[src/rtl/ctrl_pkt_pkg.sv]
// rtl/ctrl_pkt_pkg.sv - shared types and constants for the control packet transmit path
package ctrl_pkt_pkg;

  typedef struct packed {
    logic [15:0] dest;
    logic [15:0] payload;
  } ctrl_packet_t;

  localparam logic [31:0] CTRL_IDLE      = 32'h0;
  localparam logic [15:0] CTRL_CMD_START = 16'hFFFF;

endpackage

[src/rtl/ctrl_tx_fifo.sv]
// rtl/ctrl_tx_fifo.sv - request queue with synchronous push/pop and registered occupancy
module ctrl_tx_fifo #(
  parameter int DEPTH = 4,
  parameter int W     = 32
) (
  input  logic                   clk,
  input  logic                   rst_n,
  input  logic                   push,
  input  logic [W-1:0]           wdata,
  input  logic                   pop,
  output logic [W-1:0]           rdata,
  output logic                   full,
  output logic                   empty,
  output logic [$clog2(DEPTH):0] count
);

  localparam int AW = $clog2(DEPTH);
  localparam int CW = AW + 1;

  logic [W-1:0]  mem_q [DEPTH];
  logic [W-1:0]  mem_d [DEPTH];
  logic [AW-1:0] wr_ptr_q, wr_ptr_d;
  logic [AW-1:0] rd_ptr_q, rd_ptr_d;
  logic [CW-1:0] count_q, count_d;
  logic          push_ok, pop_ok;

  assign full    = (count_q == CW'(DEPTH));
  assign empty   = (count_q == '0);
  assign count   = count_q;
  assign rdata   = mem_q[rd_ptr_q];
  assign push_ok = push && !full;
  assign pop_ok  = pop && !empty;

  // Pointers wrap for free because DEPTH is a power of two.
  always_comb begin
    mem_d    = mem_q;
    wr_ptr_d = wr_ptr_q;
    rd_ptr_d = rd_ptr_q;
    if (push_ok) begin
      mem_d[wr_ptr_q] = wdata;
      wr_ptr_d        = wr_ptr_q + AW'(1);
    end
    if (pop_ok) begin
      rd_ptr_d = rd_ptr_q + AW'(1);
    end
    count_d = count_q + CW'(push_ok) - CW'(pop_ok);
  end

  always_ff @(posedge clk or negedge rst_n) begin
    if (!rst_n) begin
      for (int i = 0; i < DEPTH; i++) mem_q[i] <= '0;
      wr_ptr_q <= '0;
      rd_ptr_q <= '0;
      count_q  <= '0;
    end else begin
      mem_q    <= mem_d;
      wr_ptr_q <= wr_ptr_d;
      rd_ptr_q <= rd_ptr_d;
      count_q  <= count_d;
    end
  end

endmodule

[src/rtl/ctrl_packet_tx.sv]
// rtl/ctrl_packet_tx.sv - queues core control requests and emits one framed word in this node's TDM slot
module ctrl_packet_tx
  import ctrl_pkt_pkg::*;
#(
  parameter int DEPTH  = 4,
  parameter int SLOT_W = 16
) (
  input  logic                   clk,
  input  logic                   rst,
  input  logic [SLOT_W-1:0]      node_id,
  input  logic [SLOT_W-1:0]      max_node,
  input  logic                   req_valid,
  output logic                   req_ready,
  input  logic [15:0]            req_dest,
  input  logic [15:0]            req_data,
  output logic [31:0]            control_tx_packet,
  output logic                   tx_sent,
  output logic                   req_err,
  output logic [$clog2(DEPTH):0] fifo_count
);

  logic [SLOT_W-1:0] slot_cnt_q, slot_cnt_d;
  logic [31:0]       pkt_q, pkt_d;
  logic              sent_q, sent_d;
  logic              err_q, err_d;
  logic              full, empty, accept, dest_ok, push, pop, tx_slot;
  logic [31:0]       head;
  ctrl_packet_t      word;

  assign req_ready = !full;
  assign accept    = req_valid && req_ready;
  assign dest_ok   = (req_dest != 16'd0) &&
                     (32'(req_dest) <= 32'(max_node)) &&
                     (32'(req_dest) != 32'(node_id));
  assign push      = accept && dest_ok;
  assign tx_slot   = (slot_cnt_q == node_id);
  assign pop       = tx_slot && !empty;

  always_comb begin
    word.dest    = req_dest;
    word.payload = req_data;
  end

  ctrl_tx_fifo #(.DEPTH(DEPTH), .W(32)) u_fifo (
    .clk   (clk),
    .rst_n (rst),
    .push  (push),
    .wdata (word),
    .pop   (pop),
    .rdata (head),
    .full  (full),
    .empty (empty),
    .count (fifo_count)
  );

  // A shrunk max_node can leave the counter beyond the frame; restart at 1.
  always_comb begin
    slot_cnt_d = slot_cnt_q + SLOT_W'(1);
    if (max_node == '0 || slot_cnt_q >= max_node) slot_cnt_d = SLOT_W'(1);
    pkt_d  = pop ? head : CTRL_IDLE;
    sent_d = pop;
    err_d  = accept && !dest_ok;
  end

  always_ff @(posedge clk or negedge rst) begin
    if (!rst) begin
      slot_cnt_q <= SLOT_W'(1);
      pkt_q      <= CTRL_IDLE;
      sent_q     <= 1'b0;
      err_q      <= 1'b0;
    end else begin
      slot_cnt_q <= slot_cnt_d;
      pkt_q      <= pkt_d;
      sent_q     <= sent_d;
      err_q      <= err_d;
    end
  end

  assign control_tx_packet = pkt_q;
  assign tx_sent           = sent_q;
  assign req_err           = err_q;

endmodule
[config.mk]
export PLATFORM = sky130hd
export DESIGN_NAME = ctrl_packet_tx
export DESIGN_NICKNAME = d
export VERILOG_FILES = /design/src/rtl/ctrl_pkt_pkg.sv /design/src/rtl/ctrl_tx_fifo.sv /design/src/rtl/ctrl_packet_tx.sv
export SDC_FILE = /design/constraint.sdc
export NUM_CORES = 1
export LEC_CHECK = 0
export BUFFER_PORTS_ARGS = -buffer_cell sky130_fd_sc_hd__buf_4
export CORE_MARGIN = 5
export CORE_UTILIZATION = 59
export DETAILED_ROUTE_END_ITERATION = 10
export GPL_ROUTABILITY_DRIVEN = 1
export MAX_ROUTING_LAYER = met4
export PLACE_DENSITY_LB_ADDON = 0.15
export SYNTH_ARGS = -nofsm -noshare
export SYNTH_HDL_FRONTEND = slang
export SYNTH_SLANG_ARGS = --single-unit
[constraint.sdc]
create_clock -name clk -period 4.1 [get_ports clk]
set_input_delay 1.025 -clock clk [delete_from_list [all_inputs] [get_ports clk]]
set_output_delay 1.025 -clock clk [all_outputs]
set_load 0.1 [all_outputs]
# Word-level counts from Yosys, hierarchy flattened
# Cells that the tools add are included.
dict set report classes {
  eq_ne 3
  n_reduce_logical 16
  magnitude_cmp 5
  addsub 5
  bitwise_logic 2
  mux 8
}
# op n
set op_table {}
lappend op_table {{$bwmux W128} 1}
lappend op_table {{$mux W32} 4}
lappend op_table {{$bmux W32 S2} 1}
lappend op_table {{$demux W32 S2} 1}
lappend op_table {{$add A16 B1 Y16 const B} 1}
lappend op_table {{$eq A16 B16 Y1} 1}
lappend op_table {{$ge A16 B16 Y1} 1}
lappend op_table {{$le A16 B16 Y1} 1}
lappend op_table {{$logic_not A16 Y1} 1}
lappend op_table {{$mux W16} 1}
lappend op_table {{$ne A16 B16 Y1} 1}
lappend op_table {{$reduce_bool A16 Y1} 1}
lappend op_table {{$logic_and A1 B1 Y1} 9}
lappend op_table {{$ge A3 B3 Y1 const B} 2}
lappend op_table {{$not A2 Y3} 2}
lappend op_table {{$add A2 B1 Y2 const B} 2}
lappend op_table {{$add A3 B1 Y3} 1}
lappend op_table {{$eq A3 B3 Y1 const B} 1}
lappend op_table {{$logic_not A1 Y1} 3}
lappend op_table {{$logic_not A3 Y1} 1}
lappend op_table {{$lt A3 B1 Y1 const B} 1}
lappend op_table {{$sub A3 B1 Y3} 1}
lappend op_table {{$logic_or A1 B1 Y1} 1}
dict set report word_totals {
  ff_bits 185
}

# Logic depth before layout (Yosys ltp)
# Gate-level depths: netlist of the first run.
dict set report logic_depth {
  ltp_word 7
  ltp_mapped 15
  mapped_depth_nobuf 12
}

# Modules after synthesis
# Synthesis of the first run repeated with hierarchy kept, for this count alone.
dict set report hier_totals {
  hier_cells 639
  hier_area_um2 9554.2
}
# module cells_each area_each_um2 instances
set modules_own_cells {}
lappend modules_own_cells {ctrl_tx_fifo 348 6547.5 1}
lappend modules_own_cells {ctrl_packet_tx 291 3006.6 1}

# Worst setup path before layout of the first run
# Ideal clock, no wire load.
dict set report synth_path {
  path_kind {input to register}
  from {input node_id[14]}
  to {register u_fifo.count_q[2] (netlist: u_fifo.count[2])}
  required_time_ps 3941
  stages 14
  t_arrival_ps 3476
  setup_ps 159
  path_slack_ps 465
  n_path_buf 2
  cell_sequence {xor2_1 nor4_1 nand4_1 or4_1 clkbuf_1 clkbuf_1 inv_1 ha_1 inv_1 ha_1 inv_1 fa_1 xnor2_1 xnor2_1}
}
dict set report synth_via {
  word_cells_on_any_way 9
  classes_between {2 x add/sub; 2 x eq/ne; 5 x reduce/logical}
}
# item line_no
set synth_lines {}
lappend synth_lines {{from (decl)} ctrl_packet_tx.sv:10} ;# input logic [SLOT_W-1:0] node_id,
lappend synth_lines {{$eq A16 B16 Y1} ctrl_packet_tx.sv:36} ;# assign tx_slot = (slot_cnt_q == node_id);
lappend synth_lines {{$logic_and A1 B1 Y1} ctrl_packet_tx.sv:37} ;# assign pop = tx_slot && !empty;
lappend synth_lines {{named net pop} ctrl_packet_tx.sv:26} ;# logic full, empty, accept, dest_ok, push, pop, tx_slot;
lappend synth_lines {{$logic_and A1 B1 Y1} ctrl_tx_fifo.sv:32} ;# assign pop_ok = pop && !empty;
lappend synth_lines {{$sub A3 B1 Y3} ctrl_tx_fifo.sv:46} ;# count_d = count_q + CW'(push_ok) - CW'(pop_ok);
lappend synth_lines {{named net u_fifo.count_d[2]} ctrl_tx_fifo.sv:24} ;# logic [CW-1:0] count_q, count_d;
lappend synth_lines {{to (signal assigned)} ctrl_tx_fifo.sv:59} ;# count_q <= count_d;
lappend synth_lines {{to (decl)} ctrl_tx_fifo.sv:24}
# The timed path passes the listed nets, and every way through them passes these cells.
# A chain may end at the register's enable or synchronous reset.

# Final worst setup path of the first run
dict set report layout_path {
  from {input max_node[14]}
  to {register u_fifo.count_q[2] (netlist: u_fifo.count[2])}
}
dict set report layout_via {
  elab_chain_len 7
}
# item line_no
set layout_lines {}
lappend layout_lines {{from (decl)} ctrl_packet_tx.sv:11} ;# input logic [SLOT_W-1:0] max_node,
lappend layout_lines {{$le A16 B16 Y1} ctrl_packet_tx.sv:33} ;# (32'(req_dest) <= 32'(max_node)) &&
lappend layout_lines {{$logic_and A1 B1 Y1} ctrl_packet_tx.sv:32} ;# assign dest_ok = (req_dest != 16'd0) &&
lappend layout_lines {{$logic_and A1 B1 Y1} ctrl_packet_tx.sv:33}
lappend layout_lines {{$logic_and A1 B1 Y1} ctrl_packet_tx.sv:35} ;# assign push = accept && dest_ok;
lappend layout_lines {{$logic_and A1 B1 Y1} ctrl_tx_fifo.sv:31} ;# assign push_ok = push && !full;
lappend layout_lines {{named net u_fifo.push_ok} ctrl_tx_fifo.sv:25} ;# logic push_ok, pop_ok;
lappend layout_lines {{$add A3 B1 Y3} ctrl_tx_fifo.sv:46}
lappend layout_lines {{$sub A3 B1 Y3} ctrl_tx_fifo.sv:46}
lappend layout_lines {{named net u_fifo.count_d[2]} ctrl_tx_fifo.sv:24}
# The timed path passes the listed nets, and every way through them passes these cells.

==> metrics.md, run 1 <==
| Metric | Value |
|---|---|
| P&R area growth vs syn | `18.2%` |
| Critical path type | `input pin to flip-flop` |
| Nets | `approximately 860` |
| Fillers | `1057` |
| Largest net degree at the start of global routing | `between 60 and 70` |
| Post-detail-place hpwl | `between 10000 and 15000 um` |
| R2R Setup Slk | `approximately 1.0 ns` |
| Worst EP required | `around 4.5 ns` |
| Die H | `around 130 um` |
| CP max stage delay | `0.43 ns` |
| Drt wl/cell | `approximately 21 um` |
| P_leak | `0.00485 uW` |
| DR pass1 iterations | `4` |
| Clock latency at the later pin of the worst-skew pair | `around 0.43 ns` |
| PostCTS Resize Cnt | `0` |
| Gpl congestion | `0.957` |
| First-pass GRT wire length | `32400 um` |
| Core ar. | `around 0.015 mm^2` |
| Layout cell share with drive strength beyond 1 | `40.6%` |
| Achievable Freq | `between 200 and 300 MHz` |
| Post-CTS setup buffers | `0` |
| Io pins | `about 110` |
| Worst-Margin Slew | `between 0.8 and 0.9 ns` |
| Seq/Total Area, Yosys | `between 50% and 60%` |
| Vias in the first global route | `just over 6000` |
| CTS buffer count | `17` |
| Headroom to the max-slew limit | `43.0%` |
| Clk_skew | `0.00797 ns` |
| Die area | `between 0.015 and 0.02 mm^2` |
| Clock network power share | `between 20 and 30%` |
| Worst vdd ir | `0.376 mV` |
| Internal power | `~4800 uW` |
| Post-layout min period | `3.44 ns` |
| Final ANT Viol Nets | `0` |
| Setup TNS | `0 ns` |
| Total global-route track usage | `between 20 and 25%` |
| Clock Root Buffer | `clkbuf_16` |
| Grt ovf | `0` |
| Total power | `about 6700 uW` |
| Final Cycle Share | `83.8%` |
| Top Family by Delay on Critical Path | `compound AO/OA/AOI/OAI gates` |
| Row Count | `45` |
| Critical Path Start Type | `input pin` |
| Syn. warnings | `0` |
| Distinct cells, synth | `36` |
| Iter 0 DRT Violations | `about 340` |
| CTS tree | `built` |
| Reg clk slew, reported paths | `about 0.07 ns` |
| Gate power share | `about 28%` |
| Final slew viol count | `0` |
| Status | `finished, final reports clean` |
| Initial antenna violation count | `0` |
| Pwr/cell area | `approximately 630 mW/mm^2` |
| Hold_ws | `0.487 ns` |
| RSZ-0062 raised after global routing | `false` |
| Vias/cell | `between 5 and 6` |
| Final wirelength | `around 20000 um` |
| Max-Cap Viols | `0` |
| Synthesized Nets | `749` |
| Flops & latches, synth | `about 190` |
| Setup Viol. Count Final | `0` |
| Worst Path Buf+Inv | `3` |
| Critical path peak fanout | `6` |
| CP max stage cell | `o31a_4` |
| Die Wd | `133 um` |
| Port bufs | `104` |
| Hold-fix buffers, CTS | `0` |
| Net switching power figure | `between 1500 and 2000 uW` |
| Critical path capture point type | `flip-flop` |
| Sw frac | `roughly 29%` |
| CP Cell Sequence | `buf_4, inv_1, ha_1, a21oi_1, nand2_1, a221o_1, o31a_4, nor3_2, ha_1, inv_1, fa_1, xnor2_1, xnor2_1` |
| Ant diodes | `0` |
| Vias | `5615` |
| Htree depth | `4` |
| CTS sink cnt | `approximately 190` |
| Highest-count cells in the layout ignoring fill and taps | `183 x dfrtp_1, 120 x mux2_2, 117 x buf_4, 43 x xor2_1, 39 x ha_1` |
| Sequential share of power | `between 40 and 50%` |
| Deepest clock path buffer count | `2` |
| DRC Markers | `0` |
| Crit path DAT | `roughly 3.8 ns` |
| Mapped Avg Cell Area | `13.9 um^2` |
| Min-Delay Path Class | `flip-flop to flip-flop` |
| Mapped Area | `between 0.008 and 0.009 mm^2` |
| Final hold vios | `0` |
| Most common cell after layout, fill and taps aside | `dfrtp_1` |
| Initial Utilization | `between 50% and 60%` |
| Cells after synthesis | `~640` |
[per-stage QoR]
step | setup slack [ns] | instance area (um^2) | util (%) | instances
floorplan | 0.465 | 8950 | - | 642
global placement | 0.306 | 9900 | 65.9 | 923
detailed placement | 0.235 | 9900 | 65.9 | 923
CTS | 0.674 | 10600 | 70.3 | 954
global route | 0.540 | 10600 | 70.3 | 954
finish | 0.663 | 10600 | 70.3 | 954
[power groups by stage]
stage               clock network (uW)  registers, uW  logic, uW
floorplan                            0           2970       1390
global placement                     0           2930       1790
detailed placement                   0           3000       1880
CTS                               1850           2970       1890
global route                      1930           3070       2040
finish                            1830           2980       1870
[cell type report]
cell class | instances | area [um^2] | share of cell area (%)
multi-input combinational | 405 | 4030 | 38.1
inverter | 26 | 97.6 | 0.923
timing repair buffer | 119 | 910 | 8.60
tap | 188 | 235 | 2.23
clock buffer | 19 | 453 | 4.28
clock inverter | 12 | 214 | 2.02
sequential | 185 | 4630 | 43.8
[metal layers]
metal | vias up | GRT usage [%] | part of all wire [%] | wire (um)
met5 | - | - | 0 | 0
met4 | 0 | 7.31 | 1.6 | 319
met3 | 30 | 5.06 | 4.3 | 841
met2 | 134 | 39.0 | 50 | 9890
met1 | 2927 | 31.3 | 44 | 8560
li1 | 2524 | - | - | -
[final timing paths]
path | from | endpoint | depth (start not counted)
setup / recovery | max_node[14] | u_fifo.count[2]$_DFF_PN0_ | 13
hold / removal | u_fifo.mem_q[63]$_DFFE_PN0P_ | u_fifo.mem_q[63]$_DFFE_PN0P_ | 1
setup reg to reg | slot_cnt_q[11]$_DFF_PN0_ | u_fifo.count[2]$_DFF_PN0_ | 12
hold reg to reg | u_fifo.mem_q[63]$_DFFE_PN0P_ | u_fifo.mem_q[63]$_DFFE_PN0P_ | 1
max in group asynchronous | rst | u_fifo.mem_q[109]$_DFFE_PN0P_ | 2
min in group asynchronous | rst | u_fifo.rd_ptr_q[0]$_DFFE_PN0P_ | 1
[logic make-up (layout without fill, tap and decap cells)]
logic type,after synthesis,in the layout,share of synthesized area [%]
compound gates,25,25,1.85
xor+xnor,51,51,4.99
fa+ha+maj,40,40,5.68
buf+inv,52,176,3.19
flops,185,185,51.8
mux,161,161,24.3
simple gates,128,128,8.24
[state kept, by name, indices dropped and copies added, names as in the netlist]
signal / count
control_tx_packet: 32
req_err: 1
slot_cnt_q: 16
tx_sent: 1
u_fifo.count: 3
u_fifo.mem_q: 128
u_fifo.rd_ptr_q: 2
u_fifo.wr_ptr_q: 2
[cells in the mapped netlist (all sizes together)]
master    n  share of area (%)
nor2     25                1.0
dfstp     1               0.29
or4       1              0.084
nand3    10               0.56
inv      26                1.1
o31a      1               0.20
ha       39                5.5
nand2    14               0.59
a41o      1               0.11
fa        1               0.22
nand2b    2               0.14
buf      13                1.6
o211ai    1              0.084
o21ai     4               0.22
xnor2     8               0.78
nand4    10               0.70
nor4     16                1.1
dfrtp   184                 51
a21o      5               0.42
a21oi    11               0.62
or2       1              0.070
and2      2               0.14
a21boi    1              0.084
mux2    129                 16
xor2     43                4.2
nor2b    34                2.4
nor3      8                1.0
a221o     1               0.11
and4      2               0.20
and3      3               0.21
clkbuf   13               0.55
mux4     32                8.1
Note: power is estimated with default switching activity, not from simulation.
==> run 2: changes to the inputs <==
--- a/config.mk
+++ b/config.mk
@@ -5,9 +5,10 @@
 export SDC_FILE = /design/constraint.sdc
 export NUM_CORES = 1
 export LEC_CHECK = 0
+export ABC_AREA = 1
 export BUFFER_PORTS_ARGS = -buffer_cell sky130_fd_sc_hd__buf_4
 export CORE_MARGIN = 5
-export CORE_UTILIZATION = 59
+export CORE_UTILIZATION = 54
 export DETAILED_ROUTE_END_ITERATION = 10
 export GPL_ROUTABILITY_DRIVEN = 1
 export MAX_ROUTING_LAYER = met4
==> constraint.sdc (replaced) <==
create_clock -name clk -period 3 [get_ports clk]
set_input_delay 0.75 -clock clk [delete_from_list [all_inputs] [get_ports clk]]
set_output_delay 0.75 -clock clk [all_outputs]
set_load 0.1 [all_outputs]
==> run 2 against run 1 <==
  * Register-to-register slack worse by 0.50 ns
  * Core utilization shrank 6.2 points
  * Count of clock-buffer cells in the layout did not move
  * Clock skew grew 0.00055 ns
  * Die area up 22%
  * Flip-flop and latch count unchanged
  * Clock power grew 31%
  * Via count increased by 66%
  * Power increased by 44%
  * Worst hold slack got worse by 0.15 ns
==> metrics.md, run 2 <==
| Metric | Value |
|---|---|
| Uppermost routed layer | `met4` |
| Min-Delay Path Class | `input pin to asynchronous set/reset pin` |
| P_leak | `0.00624 uW (+29%)` |
| Mapped Avg Cell Area | `7.83 um^2 (-44%)` |
| Ys async rst share | `100% (unchanged)` |
| Critical path peak fanout | `5 (-1)` |
| R2R depth | `12 (unchanged)` |
| R2R Setup Slk | `0.54 ns (-0.50 ns)` |
| Critical path capture point type | `flip-flop` |
| Core ar. | `0.0186 mm^2 (+24%)` |
| CTS sink cnt | `185 (unchanged)` |
| Flops & latches, synth | `185 (unchanged)` |
| P&R area growth vs syn | `17.3%` |
| CP max stage cell | `dfrtp_1` |
| Pwr/cell area | `805 mW/mm^2 (+27%)` |
| Adder-cell share of the synthesized area | `4.99% (-0.69 points)` |
| Simple-gate area share of the yosys netlist | `32.1% (+24 points)` |
| Layout cell share with drive strength beyond 1 | `14.8% (-26 points)` |
| Layout Cells excl Fill | `1631 (+71%)` |
| Post-detail-place hpwl | `18400 um (+33%)` |
| Synthesized Nets | `1408 (+88%)` |
| Routed met3 length | `1690 um (+100%)` |
| Setup TNS | `0 ns (unchanged)` |
| Mapped Area | `0.0102 mm^2 (+14%)` |
| Die H | `147 um (+11%)` |
| Count leader, synth | `nand2_1` |
| Crit path DAT | `2.78 ns (-1.00 ns)` |
| Placed cell count | `1601 (+73%)` |
| Worst Path Buf+Inv | `4 (+1)` |
| Reg-to-reg critical path endpoint | `u_fifo.count[2]$_DFF_PN0_` |
| Synth Area in Compound Gates | `5.91% (+4.1 points)` |
| Portion of netlist area occupied by mux cells | `0% (-24 points)` |
| Clk_skew | `0.00852 ns (+0.000554 ns)` |
| Total global-route track usage | `27.5% (+3.3 points)` |
| Final Cycle Share | `between 80% and 90%` |
| Biggest register | `u_fifo.mem_q` |
| Initial Utilization | `54.6% (-4.9 points)` |
| Final ANT Viol Nets | `0 (unchanged)` |
| Worst EP required | `3.32 ns (-1.13 ns)` |
| Vias | `9344 (+66%)` |
| Syn. warnings | `0 (unchanged)` |
| Port bufs | `104 (unchanged)` |
| Worst-Margin Slew | `0.736 ns (-0.120 ns)` |
| RSZ-0062 raised after global routing | `false` |
| Setup Viol. Count Final | `0 (unchanged)` |
| Worst r2r src | `slot_cnt_q[4]$_DFF_PN0_` |
| Place WS | `0.0995 ns (-0.135 ns)` |
| CTS buffer count | `17 (unchanged)` |
| Iter 0 DRT Violations | `961 (+180%)` |
| Post-CTS setup buffers | `0 (unchanged)` |
| Largest net degree at the start of global routing | `93 (+45%)` |
| CTS tree | `built` |
| Post-Place Cell Area | `0.0113 mm^2 (+14%)` |
| Critical path depth | `12 (-1)` |
| PostCTS Resize Cnt | `0 (unchanged)` |
| Clock latency at the later pin of the worst-skew pair | `0.44 ns (about the same)` |
| Top Family by Delay on Critical Path | `simple AND/OR/NAND/NOR gates` |
| Die area | `0.0217 mm^2 (+22%)` |
| Post-layout min period | `~2.5 ns` |
| Final wirelength | `28400 um (+45%)` |
| Grt ovf | `0 (unchanged)` |
| Gpl congestion | `0.953 (-0.45%)` |
| Highest-count cells in the layout ignoring fill and taps | `371 x nand2_1, 185 x nor2_1, 181 x dfrtp_1, 140 x nand4_1, 140 x buf_4` |
| Post-route cell area | `0.0119 mm^2 (+13%)` |
| Max-Cap Viols | `0 (unchanged)` |
| Initial antenna violation count | `0 (unchanged)` |
| Number of synthesized flops with an enable pin | `0 (unchanged)` |
| Seq/Total Area, Yosys | `45.5% (-6.3 points)` |
| First-pass GRT wire length | `46800 um (+45%)` |
| Nets | `1493 (+73%)` |
| Top cells by area, synth | `dfrtp_1 45%, nand2_1 14%, nand4_1 8.6%` |
| Final Util | `64.1% (-6.2 points)` |
| Met2 wire length | `13600 um (+37%)` |
| Drt wl/cell | `17.4 um (-15%)` |
| Final hold vios | `0 (unchanged)` |
| Achievable Freq | `about 410 MHz` |
| Headroom to the max-slew limit | `51.0% (+8.0 points)` |
| Io pins | `105 (unchanged)` |
| Critical Path Start Type | `flip-flop` |
| DR pass1 iterations | `5 (+1)` |
| Distinct cells, synth | `36 (unchanged)` |
| Top FF cell, synth | `dfrtp_1` |
| Hold-fix buffers, CTS | `0 (unchanged)` |
| Status | `finished, final reports clean` |
| Cells after synthesis | `1301 (+100%)` |
| Deepest clock path buffer count | `2 (unchanged)` |
| Ant diodes | `0 (unchanged)` |
| Final slew viol count | `0 (unchanged)` |
| DRC Markers | `0 (unchanged)` |
| Cell taking the most area after synthesis | `dfrtp_1` |
| Fillers | `1629 (+54%)` |
| Main combinational cell family by area after synthesis | `simple AND/OR/NAND/NOR gates` |
| DRT met1 WL | `12400 um (+45%)` |
| Vias in the first global route | `9106 (+47%)` |
| Most common cell after layout, fill and taps aside | `nand2_1` |
| Vias/cell | `5.73 (-2.7%)` |
| Htree depth | `4 (unchanged)` |
| Max reg flops | `128 (unchanged)` |
| CP max stage delay | `0.45 ns (+0.02 ns)` |
| Top cells by count, synth | `372 x nand2_1, 185 x nor2_1, 184 x dfrtp_1` |
| Clock Root Buffer | `clkbuf_16` |
| Share of the synthesized area in the top cell type | `45.2% (-6.3 points)` |
| Worst vdd ir | `0.438 mV (+16%)` |
| Setup ws final | `0.539 ns (-0.124 ns)` |
| Reg clk slew, reported paths | `0.07 ns (about the same)` |
| CP Cell Sequence | `inv_2, nor2_1, nor3_1, nor4b_1, nand4_1, inv_1, ha_1, inv_1, ha_1, inv_1, fa_1, xnor2_1` |
| Critical path type | `flip-flop to flip-flop` |
| Die Wd | `147 um (+11%)` |
| Xor-xnor portion of the synthesized cell area | `2.75% (-2.2 points)` |
| Row Count | `50 (+11%)` |
| Most frequent CP cell | `inv_1` |
run 2: cell types whose count changed after synthesis, sizes merged, moves of 34 or more:
| cell | previous run | this run |
|---|---|---|
| nand4 | 10 | 143 |
| mux2 | 129 | 0 |
| inv | 26 | 118 |
| buf | 13 | 47 |
| nor2b | 34 | 0 |
| nor2 | 25 | 187 |
| nand2 | 14 | 372 |
| o21ai | 4 | 38 |
run 2: cell type report:
class	count	area (um^2)	share of cell area (%)
clock inverters	11	173	1.45
clock buffers	19	443	3.71
inverters	119	448	3.75
multi-input cells	911	4670	39.1
well taps	234	293	2.45
repair buffers	152	1280	10.8
flip-flops and latches	185	4630	38.8
run 2: worst max path at each step:
stage                                         start                   endpoint  slack [ns]
after floorplan           u_fifo.count[2]$_DFF_PN0_  u_fifo.count[2]$_DFF_PN0_        0.11
after global placement                 max_node[15]  u_fifo.count[1]$_DFF_PN0_        0.11
after detailed placement                max_node[3]  u_fifo.count[1]$_DFF_PN0_         0.1
after CTS                   slot_cnt_q[4]$_DFF_PN0_  u_fifo.count[2]$_DFF_PN0_        0.56
after global routing        slot_cnt_q[4]$_DFF_PN0_  u_fifo.count[2]$_DFF_PN0_        0.29
final                       slot_cnt_q[4]$_DFF_PN0_  u_fifo.count[2]$_DFF_PN0_        0.54
run 2: per-layer routing:
metal | track usage [%] | up-vias
met1 | 36.8 | 4498
met3 | 4.75 | 50
met2 | 42.8 | 348
met5 | - | -
met4 | 9.18 | 0
li1 | - | 4448
run 2: logic make-up (layout without fill, tap and decap cells):
| logic type | Yosys count | after routing |
|---|---|---|
| AO/OA/AOI/OAI | 93 | 93 |
| XOR/XNOR | 32 | 32 |
| adder cells (fa/ha/maj) | 40 | 40 |
| buffers and inverters | 205 | 301 |
| flip-flops | 185 | 185 |
| AND/OR/NAND/NOR | 746 | 746 |
run 2: power by group:
part	total [uW]	internal, uW	switching [uW]
Combinational	3290	1170	2120
Sequential	3940	3380	554
Clock	2390	1410	974
Total	9610	5970	3650
run 2: metrics by stage:
| stage | hold WS, ns | total power (uW) |
|---|---|---|
| after floorplan | 0.444 | 6170 |
| after global placement | 0.457 | 7120 |
| after detailed placement | 0.460 | 7210 |
| after CTS | 0.364 | 9620 |
| after global routing | 0.392 | 10200 |
| final | 0.341 | 9610 |
==> run 3: changes to the inputs <==
--- a/config.mk
+++ b/config.mk
@@ -5,10 +5,10 @@
 export SDC_FILE = /design/constraint.sdc
 export NUM_CORES = 1
 export LEC_CHECK = 0
-export ABC_AREA = 1
+export ABC_AREA = 0
 export BUFFER_PORTS_ARGS = -buffer_cell sky130_fd_sc_hd__buf_4
 export CORE_MARGIN = 5
-export CORE_UTILIZATION = 54
+export CORE_UTILIZATION = 59
 export DETAILED_ROUTE_END_ITERATION = 10
 export GPL_ROUTABILITY_DRIVEN = 1
 export MAX_ROUTING_LAYER = met4
==> constraint.sdc (replaced) <==
create_clock -name clk -period 2.4 [get_ports clk]
set_input_delay 0.6 -clock clk [delete_from_list [all_inputs] [get_ports clk]]
set_output_delay 0.6 -clock clk [all_outputs]
set_load 0.1 [all_outputs]
==> run 3 against run 2 <==
  * The run now ends with negative setup slack left
  * Routed wire length down 6.7%
  * Sequential power up 31%
  * Worst hold slack worse by 0.18 ns
==> metrics.md, run 3 (same netlist as run 1, synthesis figures left out) <==
| Metric | Value |
|---|---|
| Status | `finished, violations left` |
| Violated checks | `negative setup slack` |
| Critical Path Start Type | `flip-flop` |
| Final hold vios | `0 (unchanged)` |
| Critical path capture point type | `flip-flop` |
| Row Count | `45 (-10%)` |
| Grt ovf | `0 (unchanged)` |
| Clock Root Buffer | `clkbuf_16` |
| Die area | `0.0177 mm^2 (-18%)` |
| Crit path DAT | `3.12 ns (+0.34 ns)` |
| Clk_skew | `0.00988 ns (+0.00136 ns)` |
| Vias in the first global route | `7109 (-22%)` |
| Min-Delay Path Class | `input pin to asynchronous set/reset pin` |
| Core ar. | `0.0150 mm^2 (-19%)` |
| DRC Markers | `0 (unchanged)` |
| P&R area growth vs syn | `37.8%` |
| Post-detail-place hpwl | `15500 um (-16%)` |
| Deepest clock path buffer count | `2 (unchanged)` |
| Post-Place Cell Area | `0.0107 mm^2 (-5.8%)` |
| Highest-count cells in the layout ignoring fill and taps | `189 x buf_4, 180 x dfrtp_1, 129 x mux2_4, 43 x xor2_1, 34 x nor2b_1` |
| Final slew viol count | `0 (unchanged)` |
| Iter 0 DRT Violations | `374 (-61%)` |
| Pwr/cell area | `1040 mW/mm^2 (+29%)` |
| Final wirelength | `26500 um (-6.7%)` |
| Post-layout min period | `2.77 ns (+0.312 ns)` |
| Post-route cell area | `0.0123 mm^2 (+3.2%)` |
| P_leak | `0.00583 uW (-6.6%)` |
| Total global-route track usage | `31.9% (+4.4 points)` |
| First-pass GRT wire length | `41300 um (-12%)` |
| Max reg flops | `128 (unchanged)` |
| Vias/cell | `5.93 (+3.6%)` |
| Max-Cap Viols | `0 (unchanged)` |
| Critical path type | `flip-flop to flip-flop` |
| Layout Cells excl Fill | `1068 (-35%)` |
| Reg clk slew, reported paths | `0.07 ns (about the same)` |
| DR pass1 iterations | `5 (unchanged)` |
| Die H | `133 um (-9.6%)` |
| Initial Utilization | `59.5% (+4.9 points)` |
| Setup Viol. Count Final | `130 (+130)` |
| Drt wl/cell | `24.8 um (+42%)` |
| Achievable Freq | `361 MHz (-11%)` |
| Largest net degree at the start of global routing | `61 (-34%)` |
| Biggest register | `u_fifo.mem_q` |
| Setup TNS | `-26.50 ns (-26.50 ns)` |
| Worst-Margin Slew | `0.597 ns (-0.139 ns)` |
| Ant diodes | `0 (unchanged)` |
| Critical path peak fanout | `2 (-3)` |
| Die Wd | `133 um (-9.6%)` |
| Vias | `6336 (-32%)` |
| CTS tree | `built` |
| Port bufs | `104 (unchanged)` |
| Most common cell after layout, fill and taps aside | `buf_4` |
| Worst vdd ir | `0.687 mV (+57%)` |
| Headroom to the max-slew limit | `60.2% (+9.3 points)` |
| Clock latency at the later pin of the worst-skew pair | `0.43 ns (about the same)` |
| Htree depth | `4 (unchanged)` |
| Fillers | `796 (-51%)` |
| Io pins | `105 (unchanged)` |
| Worst EP required | `2.75 ns (-0.57 ns)` |
| Initial antenna violation count | `0 (unchanged)` |
| CTS sink cnt | `185 (unchanged)` |
| Layout cell share with drive strength beyond 1 | `53.3% (+38 points)` |
| Final Cycle Share | `116% (+34 points)` |
| Gpl congestion | `0.964 (+1.1%)` |
| Setup ws final | `-0.373 ns (-0.912 ns)` |
| Placed cell count | `1010 (-37%)` |
| Final ANT Viol Nets | `0 (unchanged)` |
| Nets | `974 (-35%)` |
| Final Util | `82.0% (+18 points)` |
| CTS buffer count | `17 (unchanged)` |
| RSZ-0062 raised after global routing | `true` |
| Total power | `12800 uW (+33%)` |
run 3: cell count changes in the layout (fill, tap and decap cells not counted), sizes merged, moves of 6 or more:
cell   delta
inv      -89
nor2b    +34
mux2    +129
nor4      +6
nand2   -358
nor2    -162
mux4     +32
o32ai    -32
buf      +81
o21ai    -34
nand4   -133
nor3     -14
xor2     +20
run 3: final timing paths:
path,startpoint,to,slack [ns],depth (start not counted)
worst max-delay path,slot_cnt_q[10]$_DFF_PN0_,u_fifo.count[2]$_DFF_PN0_,-0.37,12
worst min-delay path,rst,u_fifo.mem_q[61]$_DFFE_PN0P_,0.16,1
worst max register to register,slot_cnt_q[10]$_DFF_PN0_,u_fifo.count[2]$_DFF_PN0_,-0.37,12
worst min register to register,u_fifo.mem_q[23]$_DFFE_PN0P_,u_fifo.mem_q[23]$_DFFE_PN0P_,0.51,1
max in group asynchronous,rst,u_fifo.mem_q[6]$_DFFE_PN0P_,1.53,2
min in group clk,req_data[13],u_fifo.mem_q[109]$_DFFE_PN0P_,0.42,2
run 3: per-layer routing:
metal	track usage, %	vias up	part of all wire [%]
met3	5.89	64	5.4
met5	-	-	0
li1	-	2742	-
met1	40.4	3270	41
met4	12.1	0	3.3
met2	51.7	260	50
run 3: layout make-up:
class	count	area [um^2]	area share [%]
repair buffers	232	2110	17.1
multi-input cells	405	4700	38.2
clock inverters	13	96.3	0.782
inverters	26	113	0.914
flip-flops and latches	185	4640	37.6
clock buffers	19	433	3.51
well taps	188	235	1.91
run 3: stage by stage:
step           worst slack (ns)  hold WS, ns
3_3_place_gp             -0.800        0.464
3_5_place_dp             -0.832        0.473
6_report                 -0.373        0.160
4_1_cts                  -0.320        0.172
5_1_grt                  -0.445        0.184
2_1_floorplan            -0.639        0.304
run 3: critical path, cell delays in order, from the launching register on:
cell and delay (ns):
dfrtp_1 0.39, xor2_1 0.16, nor4_2 0.32, nand4_1 0.15, or4_4 0.47, inv_4 0.08
ha_4 0.19, inv_2 0.06, ha_4 0.12, inv_2 0.03, fa_2 0.36, xnor2_2 0.21
xnor2_1 0.14
run 3: what timing repair did:
action	CTS	global route
cloned	11	0
buffers inserted	20	8
gates resized for setup	204	22
pin swaps	16	9
setup endpoints to repair	131	131
hold endpoints to repair	0	0
hold buffers	0	0
run 3: power by group:
group          switching, uW  internal [uW]
combinational           1950           3090
clock                   1270           1340
sequential               823           4360
total                   4040           8780
